## src/rtl/seq_pattern_detector.sv

```systemverilog
// seq_pattern_detector: programmable LEN-symbol sequence detector.
// It tracks how many leading elements of the pattern have been matched.
// In repeat mode the most recently matched symbol may repeat without
// breaking the match.
// It produces a one-cycle entry pulse and a saturating count of entries.
//
// Input handshake: in_valid qualifies in_sym. There is no ready signal,
// so the block always accepts a symbol in any cycle where in_valid is
// high. Cycles where in_valid is low do not change the stage.
module seq_pattern_detector #(
  parameter int SYM_W = 2,
  parameter int LEN   = 3,
  parameter int CNT_W = 8
) (
  input  logic                     clk,
  input  logic                     reset,
  input  logic                     in_valid,
  input  logic [SYM_W-1:0]         in_sym,
  input  logic [LEN*SYM_W-1:0]     pattern,
  input  logic                     allow_repeat,
  input  logic                     clear_cnt,
  output logic [$clog2(LEN+1)-1:0] stage,
  output logic                     match,
  output logic                     match_pulse,
  output logic [CNT_W-1:0]         match_cnt
);

  localparam int ST_W = $clog2(LEN + 1);
  localparam logic [ST_W-1:0]  LEN_ST  = ST_W'(LEN);
  localparam logic [CNT_W-1:0] CNT_MAX = '1;

  logic [SYM_W-1:0] pat [LEN];
  logic [SYM_W-1:0] cur_el;    // element that would be matched next
  logic [SYM_W-1:0] prev_el;   // element matched most recently
  logic [ST_W-1:0]  next_stage;
  logic             at_len;
  logic             entry;

  // Unpack the flat pattern bus into one element per array slot.
  always_comb begin
    for (int k = 0; k < LEN; k++) begin
      pat[k] = pattern[k*SYM_W +: SYM_W];
    end
  end

  // Select the current and previous elements, then apply the next-stage rules in priority order.
  always_comb begin
    cur_el  = '0;
    prev_el = '0;
    for (int k = 0; k < LEN; k++) begin
      if (stage == ST_W'(k))     cur_el  = pat[k];
      if (stage == ST_W'(k + 1)) prev_el = pat[k];
    end
    at_len = (stage == LEN_ST);
    if (!at_len && in_sym == cur_el) begin
      next_stage = stage + ST_W'(1);          // advance
    end else if (allow_repeat && stage != '0 && in_sym == prev_el) begin
      next_stage = stage;                     // hold on a repeated symbol
    end else if (in_sym == pat[0]) begin
      next_stage = ST_W'(1);                  // restart on the first element
    end else begin
      next_stage = '0;
    end
    // Entry into LEN only happens from below LEN. Staying at LEN does not count.
    entry = in_valid && (next_stage == LEN_ST) && !at_len;
  end

  assign match = (stage == LEN_ST);

  // Register the stage, the entry pulse and the saturating counter. Reset has priority.
  always_ff @(posedge clk) begin
    if (reset) begin
      stage       <= '0;
      match_pulse <= 1'b0;
      match_cnt   <= '0;
    end else begin
      if (in_valid) stage <= next_stage;
      match_pulse <= entry;
      // A clear in the same cycle as an entry drops that entry from the count.
      if (clear_cnt) begin
        match_cnt <= '0;
      end else if (entry && match_cnt != CNT_MAX) begin
        match_cnt <= match_cnt + CNT_W'(1);
      end
    end
  end

endmodule

```

## config.mk

```make
export PLATFORM = sky130hd
export DESIGN_NAME = seq_pattern_detector
export DESIGN_NICKNAME = d
export VERILOG_FILES = /design/src/rtl/seq_pattern_detector.sv
export SDC_FILE = /design/constraint.sdc
export NUM_CORES = 1
export LEC_CHECK = 0
export BUFFER_PORTS_ARGS = -buffer_cell sky130_fd_sc_hd__clkbuf_2
export CORE_MARGIN = 3
export CORE_UTILIZATION = 30
export CTS_CLUSTER_DIAMETER = 30
export DETAILED_ROUTE_END_ITERATION = 12
export HOLD_SLACK_MARGIN = 0.06
export PLACE_DENSITY = 0.57
export RECOVER_POWER = 100
export REMOVE_ABC_BUFFERS = 1
export SKIP_LAST_GASP = 1
export SLEW_MARGIN = 15
export SYNTH_ARGS = -nofsm -noshare
export SYNTH_HDL_FRONTEND = slang
export SYNTH_SLANG_ARGS = --single-unit
export TNS_END_PERCENT = 10
```

## constraint.sdc

```tcl
create_clock -name clk -period 5.3 [get_ports clk]
set_clock_uncertainty 0.05 [all_clocks]
set_input_delay 1.06 -clock clk [delete_from_list [all_inputs] [get_ports clk]]
set_output_delay 1.06 -clock clk [all_outputs]
set_load 0.005 [all_outputs]
```

Word level (Yosys, flattened, before mapping)
Index checks and enable logic that the tools add are counted.

operators by class
  multiplexer cells = 9
  eq/ne operators = 8
  add/subtract/negate cells = 2
  reduce and logical (&&, ||, !) cells = 10

operators by type and width
  kind                 count
  $mux 2               8
  $add 8x1->8 const B  1
  $ne 8x8->1 const B   1
  $eq 2x2->1           3
  $eq 2x2->1 const B   3
  $logic_and 1x1->1    6
  $add 2x1->2 const B  1
  $eq 2x1->1 const B   1
  $logic_not 2->1      1
  $reduce_bool 2->1    1
  $reduce_or 2->1      1
  $logic_not 1->1      1
  $mux 1               1

storage, ports and cells
  logic and storage cells = 32
  bits in registers = 11
  output and inout port bits = 12
  input bits = 13

Logic depth before layout (Yosys ltp)
  depth in word-level cells = 12
  depth in mapped cells = 10
  depth with buffers taken out = 9

Worst setup path after synthesis
OpenSTA, ideal clock, no wires.

  path type = input to register
  start = input in_sym[0]
  end = register match_cnt[3]
  path slack = 2.510 ns
  arrival time = 2.670 ns
  library setup time = 0.070 ns
  required time = 5.180 ns
  stages = 8
  cells stage by stage = buf_4 -> a21bo_2 -> mux2i_1 -> o41ai_2 -> and4bb_4 -> o21ai_4 -> or3_1 -> a21oi_1

between the ends
  word-level cells in the longest chain between the ends = 8

ends and longest elaborated chain
  element                                      RTL line  RTL
  start, declared                              18        input logic [SYM_W-1:0] in_sym,
  $eq 2x2->1 (on tied branches)                59, 57
  $mux 1 or $logic_and 1x1->1 (tied branches)  59, 57
  $mux 2                                       57        end else if (allow_repeat && stage != '0 && in_sym == prev_el) begin
  $mux 2 *                                     55        if (!at_len && in_sym == cur_el) begin
  $eq 2x2->1 *                                 65        entry = in_valid && (next_stage == LEN_ST) && !at_len;
  $logic_and 1x1->1 * (2 in series)            65
  $logic_and 1x1->1 *                          82        end else if (entry && match_cnt != CNT_MAX) begin
  end signal, assigned                         83        match_cnt <= match_cnt + CNT_W'(1);
  end, declared                                25        output logic [CNT_W-1:0] match_cnt

Mark *: on every way between the ends. The rest lies on a longest branch, timed or not.
A chain may end at the register's enable or synchronous reset.

Final worst setup path
  start = input in_sym[1]
  end = register match_cnt[7]

Same word-level chain as after synthesis.

==> run metrics <==
Seq/Total Area, Yosys=between 20% and 30%; share of post-route cells with drive strength above 1=a little over a fifth; crit-path max FO=10; crit-path most repeated cell=o21ai_0; mux cell area share after synthesis=roughly 2.3%; area of the core=between 2000 and 3000 um^2; largest family of logic cells by synthesized area=simple AND/OR/NAND/NOR gates; crit-path max cell delay=0.77 ns; Initial DRT Pass Iterations=4; total power=between 0.15 and 0.2 mW; # rows=18; critical path startpoint category=primary input; Max Freq=286.4 MHz; Die H=approximately 60 um; Worst Setup Path Type=in -> reg; fin crit share=roughly two thirds; GPL Wtd Cong=around 0.8; pwr dens=around 180 nW/um^2; relative slew slack=roughly 34%; Max Cap Violations=0; vias in the first global route=around 780; Clk pin slew, worst setup/hold paths=0.07 ns; fin cells=between 150 and 200; Min-Delay Path Class=reg -> reg; Area growth, synth to finish=15.03%; pre-CTS WS=between 2 and 2.5 ns; Post-DP HPWL=approximately 1.5 mm; GRT Total Usage=a little under an eighth; post-synthesis compound-gate area fraction=roughly a quarter; first-pass GRT wire length=approximately 3.2 mm; Post-synth top cells=a21oi_1, dfxtp_1, nor2_1, nand3_1, o21ai_0; Max Slew Vio Count=0; Final #Nets=~150; DRT iter0 DRCs=34; Initial Utilization=between 30% and 40%; Netlist cell types=33; via count=approximately 860; # diodes=0; pin count of the biggest net entering global routing=12; Post-Syn Area=around 870 um^2; H-tree Lvls=1; critical-path cell list=clkbuf_1, and4b_1, a211oi_1, o31ai_1, and4bb_1, o21ai_0, o21ai_0, a21oi_1; EDFF count, synth=0; Chip Width=around 60 um; Leak=just over 0.4 nW; worst setup margin=roughly 1.8 ns; RSZ-0062 raised after global routing=false; Critical Path AT=3.64 ns; Max clock buf depth=2; Post-Syn Area per Cell=8.325 um^2; Slowest cell on crit path=o21ai_0; FILL cells=roughly 300; Setup violations, final=0; worst hold slack=0.4398 ns; clock insertion delay at the later pin of the skew report=about 0.27 ns; Hold Fails Final Rpt=0; dpl cells=around 150; status=finished, final reports clean; setup repair bufs after CTS=0; Post-Synth Simple-Gate Area=between 30% and 40%; Async SR Flop Fraction=0%; leading area contributor after synthesis=dfxtp_1; routed vias/inst=5.430; Num CTS Buffers=3; Die ar.=roughly 3600 um^2; # DRC=0; I/O Buffers=24; setup_tns=0 ns; Ports=25; total grt overflow=0; top cell type's share of synthesized area=25.43%; Sink Count=11; initial antenna violation count=0; hold buffers post-CTS=0; CP required=roughly 5.5 ns; Root Buffer=clkbuf_4; WL final=between 2 and 2.5 mm; worst slew pin tran=~0.98 ns; minimum clock period=between 3 and 4 ns; per-cell routed wire length=12.68 um; post_cts resized=0; XOR/XNOR Fraction of Synth Area=around 6.1%; Post-DRT Antenna Nets=0; Post-Synth Adder-Cell Area=under 10%; Syn Inst Count=about 100; CTS tree=done; top cells by area, synth=dfxtp_1, ha_1, a21oi_1; worst vdd ir=between 0.1 and 0.15 mV; Seq cells post-synth=11; top_reg_cell synth=dfxtp_1; synth warn=0; CP endpoint kind=flip-flop
## critical path, delay by kind of cell
kind / cells / cell delay [ns]
buffers and inverters: 1 / 0.31
AOI/OAI and AO/OA: 5 / 1.73
and+or+nand+nor: 2 / 0.53
## area by class of cell
type	count	area (um^2)	share of cell area, %
Tap cell	30	37.54	3.769
Clock buffer	4	26.28	2.638
Inverter	3	11.26	1.131
Multi-Input combinational cell	86	588.1	59.05
Sequential cell	11	220.2	22.11
Timing Repair Buffer	24	112.6	11.31
## state kept, by name, indices dropped and copies added (netlist names)
name / flops
match_cnt: 8
match_pulse: 1
stage: 2
## per-stage QoR
step	util, %	instance area, um^2
2_1_floorplan	-	839.6
3_3_place_gp	38.17	997.2
3_5_place_dp	38.17	997.2
4_1_cts	39.18	1023
5_1_grt	38.12	996.0
6_report	38.12	996.0
## where the power goes
part | switching [mW] | internal, mW | total (mW) | leakage [nW]
combinational | 0.0211 | 0.0173 | 0.0384 | 0.303
clock | 0.0285 | 0.0292 | 0.0576 | 0.0150
sequential | 0.00137 | 0.0836 | 0.0850 | 0.0887
## layout by cell type (no fill, tap or decap), types with 4 or more instances in the layout
master / instances
a21oi_1: 11
and3_1: 5
clkbuf_1: 6
clkbuf_2: 18
dfxtp_1: 11
ha_1: 5
nand2_1: 4
nand3_1: 7
nand3b_1: 5
nor2_1: 8
o21ai_0: 8
or3_1: 4
xnor2_1: 4
## logic make-up (layout without fill, tap and decap cells)
kind of cell,Yosys count,count (layout)
fa+ha+maj,5,5
flops,11,11
buf+inv,7,31
xor+xnor,6,6
mux,2,2
simple gates,44,44
compound gates,29,29
## routing by layer
layer / routed length (um) / global-route usage (%)
met5: 0 / 0
met3: 102 / 1.296
met2: 888 / 19.14
met1: 979 / 14.77
met4: 34 / 6.646
## worst paths after layout
path | start | end | slack (ns) | depth (start not counted)
worst min-delay path | match_cnt[6] | match_cnt[6] | 0.44 | 1
worst min register to register | match_cnt[6] | match_cnt[6] | 0.44 | 1
worst max register to register | stage[1] | match_cnt[7] | 2.09 | 9
worst max-delay path | in_sym[1] | match_cnt[7] | 1.81 | 8
Power figures use the tool's default switching activity.
